$ cat src/rtl/dmem_rr_arbiter.sv
`timescale 1ns/1ps
// dmem_rr_arbiter
// Shares one data-memory port between NUM_REQ requesters using a round-robin
// pointer. Each transaction takes IDLE (accept) -> ACCESS (memory cycle) ->
// RESP (hold response until the owner takes it). Misaligned or out-of-range
// addresses never reach the memory and come back with rsp_err set.
module dmem_rr_arbiter #(
    parameter int NUM_REQ     = 2,
    parameter int DEPTH_WORDS = 256
) (
    input  logic                   clk,
    input  logic                   rst,
    input  logic [NUM_REQ-1:0]     req_valid,
    input  logic [NUM_REQ-1:0]     req_we,
    input  logic [32*NUM_REQ-1:0]  req_addr,
    input  logic [32*NUM_REQ-1:0]  req_wdata,
    output logic [NUM_REQ-1:0]     req_ready,
    output logic [NUM_REQ-1:0]     rsp_valid,
    input  logic [NUM_REQ-1:0]     rsp_ready,
    output logic [31:0]            rsp_rdata,
    output logic                   rsp_err,
    output logic                   mem_read,
    output logic                   mem_write,
    output logic [31:0]            mem_addr,
    output logic [31:0]            mem_wdata,
    input  logic [31:0]            mem_rdata,
    output logic                   busy
);

    localparam int PW = (NUM_REQ > 2) ? 2 : 1;

    localparam logic [1:0] ST_IDLE   = 2'd0;
    localparam logic [1:0] ST_ACCESS = 2'd1;
    localparam logic [1:0] ST_RESP   = 2'd2;

    localparam logic [31:0] ADDR_LIMIT = 32'(4 * DEPTH_WORDS);

    // An access is refused when it is not word aligned or falls past the array.
    function automatic logic addr_bad(input logic [31:0] a);
        return (a[1:0] != 2'b00) || (a >= ADDR_LIMIT);
    endfunction

    // Index following the given owner, wrapping at NUM_REQ.
    function automatic logic [PW-1:0] next_idx(input logic [PW-1:0] cur);
        logic [PW-1:0] res;
        if (cur == PW'(NUM_REQ - 1)) begin
            res = '0;
        end else begin
            res = cur + PW'(1);
        end
        return res;
    endfunction

    logic [1:0]    state_r;
    logic [PW-1:0] ptr_r;
    logic [PW-1:0] owner_r;
    logic          we_r;
    logic [31:0]   addr_r;
    logic [31:0]   wdata_r;
    logic [31:0]   rdata_r;
    logic          err_r;

    logic          grant_found_s;
    logic [PW-1:0] grant_idx_s;
    int            dist_s;
    int            best_dist_s;
    logic          acc_err_s;

    // Pick the valid requester closest to ptr going upward with wrap-around.
    always_comb begin
        grant_found_s = 1'b0;
        grant_idx_s   = '0;
        best_dist_s   = NUM_REQ;
        dist_s        = 0;
        for (int i = 0; i < NUM_REQ; i++) begin
            dist_s = i - int'(ptr_r);
            if (dist_s < 0) begin
                dist_s = dist_s + NUM_REQ;
            end else begin
                dist_s = dist_s;
            end
            if (req_valid[i] && (dist_s < best_dist_s)) begin
                best_dist_s   = dist_s;
                grant_found_s = 1'b1;
                grant_idx_s   = PW'(i);
            end else begin
                grant_found_s = grant_found_s;
            end
        end
    end

    // Accept strobe: only the winner, only while idle and not being reset.
    always_comb begin
        req_ready = '0;
        for (int i = 0; i < NUM_REQ; i++) begin
            if ((state_r == ST_IDLE) && !rst && grant_found_s &&
                (grant_idx_s == PW'(i))) begin
                req_ready[i] = 1'b1;
            end else begin
                req_ready[i] = 1'b0;
            end
        end
    end

    // Memory strobes exist only in ACCESS and only for a legal address.
    always_comb begin
        acc_err_s = addr_bad(addr_r);
        mem_read  = 1'b0;
        mem_write = 1'b0;
        mem_addr  = 32'h0000_0000;
        mem_wdata = 32'h0000_0000;
        if ((state_r == ST_ACCESS) && !acc_err_s) begin
            mem_read  = !we_r;
            mem_write = we_r;
            mem_addr  = addr_r;
            mem_wdata = wdata_r;
        end else begin
            mem_read  = 1'b0;
            mem_write = 1'b0;
        end
    end

    // Response strobe goes to the latched owner while in RESP.
    always_comb begin
        rsp_valid = '0;
        for (int i = 0; i < NUM_REQ; i++) begin
            if ((state_r == ST_RESP) && (owner_r == PW'(i))) begin
                rsp_valid[i] = 1'b1;
            end else begin
                rsp_valid[i] = 1'b0;
            end
        end
    end

    assign busy      = (state_r != ST_IDLE);
    assign rsp_rdata = rdata_r;
    assign rsp_err   = err_r;

    // Transaction FSM with latched request copy and round-robin pointer.
    always_ff @(posedge clk) begin
        if (rst) begin
            state_r <= ST_IDLE;
            ptr_r   <= '0;
            owner_r <= '0;
            we_r    <= 1'b0;
            addr_r  <= 32'h0000_0000;
            wdata_r <= 32'h0000_0000;
            rdata_r <= 32'h0000_0000;
            err_r   <= 1'b0;
        end else begin
            case (state_r)
                ST_IDLE: begin
                    if (grant_found_s) begin
                        owner_r <= grant_idx_s;
                        we_r    <= req_we[grant_idx_s];
                        addr_r  <= req_addr[32*grant_idx_s +: 32];
                        wdata_r <= req_wdata[32*grant_idx_s +: 32];
                        state_r <= ST_ACCESS;
                    end else begin
                        state_r <= ST_IDLE;
                    end
                end
                ST_ACCESS: begin
                    rdata_r <= (!acc_err_s && !we_r) ? mem_rdata : 32'h0000_0000;
                    err_r   <= acc_err_s;
                    state_r <= ST_RESP;
                end
                ST_RESP: begin
                    if (rsp_ready[owner_r]) begin
                        ptr_r   <= next_idx(owner_r);
                        state_r <= ST_IDLE;
                    end else begin
                        state_r <= ST_RESP;
                    end
                end
                default: begin
                    state_r <= ST_IDLE;
                end
            endcase
        end
    end

endmodule
$ cat config.mk
export PLATFORM = sky130hd
export DESIGN_NAME = dmem_rr_arbiter
export DESIGN_NICKNAME = d
export VERILOG_FILES = /design/src/rtl/dmem_rr_arbiter.sv
export SDC_FILE = /design/constraint.sdc
export NUM_CORES = 1
export LEC_CHECK = 0
export ABC_AREA = 1
export CORE_MARGIN = 2
export CORE_UTILIZATION = 34
export DETAILED_ROUTE_END_ITERATION = 8
export HOLD_SLACK_MARGIN = 0.12
export PLACE_DENSITY_LB_ADDON = 0.15
export SYNTH_ARGS = -nofsm -noshare
export SYNTH_HDL_FRONTEND = slang
export SYNTH_SLANG_ARGS = --single-unit
$ cat constraint.sdc
create_clock -name clk -period 1.3 [get_ports clk]
set_input_delay 0.195 -clock clk [delete_from_list [all_inputs] [get_ports clk]]
set_output_delay 0.195 -clock clk [all_outputs]
set_load 0.01 [all_outputs]
==> impl_metrics.ini <==
[status]
outcome = finished, violations left
violations = setup timing

[yosys]
synth_cell_types = 23
yosys-top-cells-area = dfxtp_1 46%, nand2_1 15%, nand3_1 8.1%
synth-seq-cells = 102
yosysTopAreaCell = dfxtp_1
yosys_warnings = 0
synth_area_um2 = 4470
synth_cells = 618
ys_seq_area_frac = 0.457
synthDominantCellAreaShare = 0.457
synth.avg_cell_area_um2 = 7.24

[worst_setup_path]
startpoint_type = flip-flop
critPathRequiredTime_ns = 1.11
path_cells = nor2_2 > nand2_1 > nor2_1 > nand2_1 > nor2_4 > inv_4 > buf_12 > nor2_1 > buf_2
cp_slowest_cell = dfxtp_1
crit_path_end_kind = primary output
rr_startpoint = addr_r[20]
cp.arrival_ns = 1.76
cp_max_fo = 26
reg2reg_to = rsp_rdata[3]
reg2reg_slack_ns = -0.31
critPathMaxStageDelay_ns = 0.34
worstSetupPathType = reg2out
reg2reg_depth = 8

[global_route]
first_global_vias = 4993
met3_usage = 0.0700
grt_pass1_wl_um = 25900
use_met2 = 0.410
antenna_found_initial = 0
grt_start_max_net_pins = 36
track_usage = 0.234
busiest_layer = met2
met1_usage = 0.266
grt-ovfl-total = 0

[die]
io-pin-count = 272
start_util = 0.351
die_h_um = 119
dieArea_um2 = 14100
rows = 41
core-area_um2 = 12700
die_x_um = 119

[placement]
port_buffers = 247
gp_congestion = 0.800
dp.cells = 1023
place_hpwl_um = 10800

[clocking]
hold_buffers = 0
cts_tree = built
clk_latency_ns = 0.35
cts_buffers = 9
cts.sinks = 102
htree_levels = 3
cts_max_path_buffers = 2
cts-root-buf = clkbuf_16
path_clk_slew_ns = 0.07

[sta]
fin_worst_skew_ns = 0.00531
holdWs_ns = 0.415
rsz0062_at_grt = yes
setup_viol = 146
fmax_mhz = 513
slew_viol_final = 0
setup_ws_ns = -0.650
fin_crit_ns = 1.95
fin_crit_sh = 1.50
finalHoldViolations = 0

[run]
maxCapViolations = 0

[hold_path]
whs_path_depth = 3
hold_class = in2reg
hold_path_end = rsp_rdata[29]
min_from = mem_rdata[29]

[finish]
nets = 1068
fin_cells = 1078
area_growth_pct = 90.6
drive_gt1_frac = 0.309
final_cell_mix = 167 x clkdlybuf4s50_1, 96 x dfxtp_1, 87 x nand2_1
final_common_cell = clkdlybuf4s50_1

[power_and_ir_drop]
pwr_density_cell_nw_per_um2 = 987
ir_drop_mv = 0.602
finalPower_uw = 8410
p_leak_uw = 0.00385

[route]
vias = 5178
first_pass_iters = 4
first_iter_violations = 210
drt-wirelength-per-cell_um = 16.5
route.detailed.drc = 0
vias_per_cell = 4.80
postRouteAntennaNets = 0
routed_wl_um = 17700
-- routing by layer --
layer	vias to the layer above	part of all wire	routed length, um
met5	-	0	0
met4	0	0.034	597
met3	46	0.078	1390
met2	231	0.50	8820
met1	2396	0.39	6930
li1	2505	-	-
-- Yosys cell counts, drive strengths merged --
master / instances
o31ai: 1
inv: 52
clkinv: 1
nor3: 2
buf: 44
nand3: 72
clkbuf: 19
dfxtp: 102
a21oi: 35
nand2: 177
o211ai: 45
o21ai: 2
o21bai: 1
conb: 1
nor2: 64
-- worst max-delay path: cells and delay by family (launching register included) --
kind / cells / cell delay, ns
buf+inv: 3 / 0.37
simple gates: 6 / 0.67
flops: 1 / 0.34
-- final cells by class --
| cell class | instances | area, um^2 |
|---|---|---|
| Timing Repair Buffer | 311 | 3150 |
| Clock buffer | 10 | 239 |
| Sequential cell | 102 | 2050 |
| Multi-Input combinational cell | 423 | 2580 |
| Antenna cell | 1 | 2.50 |
| Tap cell | 172 | 215 |
| Clock inverter | 6 | 85.1 |
| Fill cell | 1090 | 4200 |
| Inverter | 53 | 204 |
-- stage by stage --
stage | utilization | setup TNS [ns] | worst slack [ns] | area [um^2]
floorplan | - | -4.19 | -0.107 | 4570
global placement | 0.560 | -66.76 | -0.687 | 7130
detailed placement | 0.560 | -67.58 | -0.678 | 7130
CTS | 0.644 | -57.99 | -0.596 | 8190
global route | 0.670 | -61.62 | -0.725 | 8520
finish | 0.670 | -49.10 | -0.650 | 8520
-- power by group --
part           total, uW  internal (uW)  switching, uW
combinational       2000           1060            933
clock               2950           1730           1210
sequential          3470           3360            104
total               8410           6160           2250
-- how the worst max path moves through the flow --
stage                          start       endpoint  slack (ns)  cells after the start
after CTS                 addr_r[17]    mem_addr[7]       -0.60                      9
after floorplan           state_r[1]   mem_wdata[0]       -0.11                      8
after global placement    addr_r[30]    mem_addr[5]       -0.69                      9
final                     addr_r[20]       mem_read       -0.65                      9
after global routing      addr_r[20]  mem_wdata[11]       -0.73                      9
after detailed placement  addr_r[30]   mem_wdata[2]       -0.68                      9
-- kinds of logic after synthesis --
logic type | share of synthesized area
DFF | 0.457
AOI/OAI and AO/OA | 0.121
and+or+nand+nor | 0.290
other | 0.000839
buffers and inverters | 0.132
-- sequential cells by signal, indices dropped and copies added, names as in the netlist --
name / cells
addr_r: 32
rsp_rdata: 32
wdata_r: 32
state_r: 2
owner_r: 1
ptr_r: 1
rsp_err: 1
we_r: 1
-- what timing repair did --
action                                  in CTS  in global routing
pin swaps                                   51                 34
setup buffers                               27                 10
hold endpoints to repair                     0                  0
endpoints found under the setup margin     179                148
gates cloned                                12                  5
gates resized for setup                    356                114
Power figures use the tool's default switching activity.
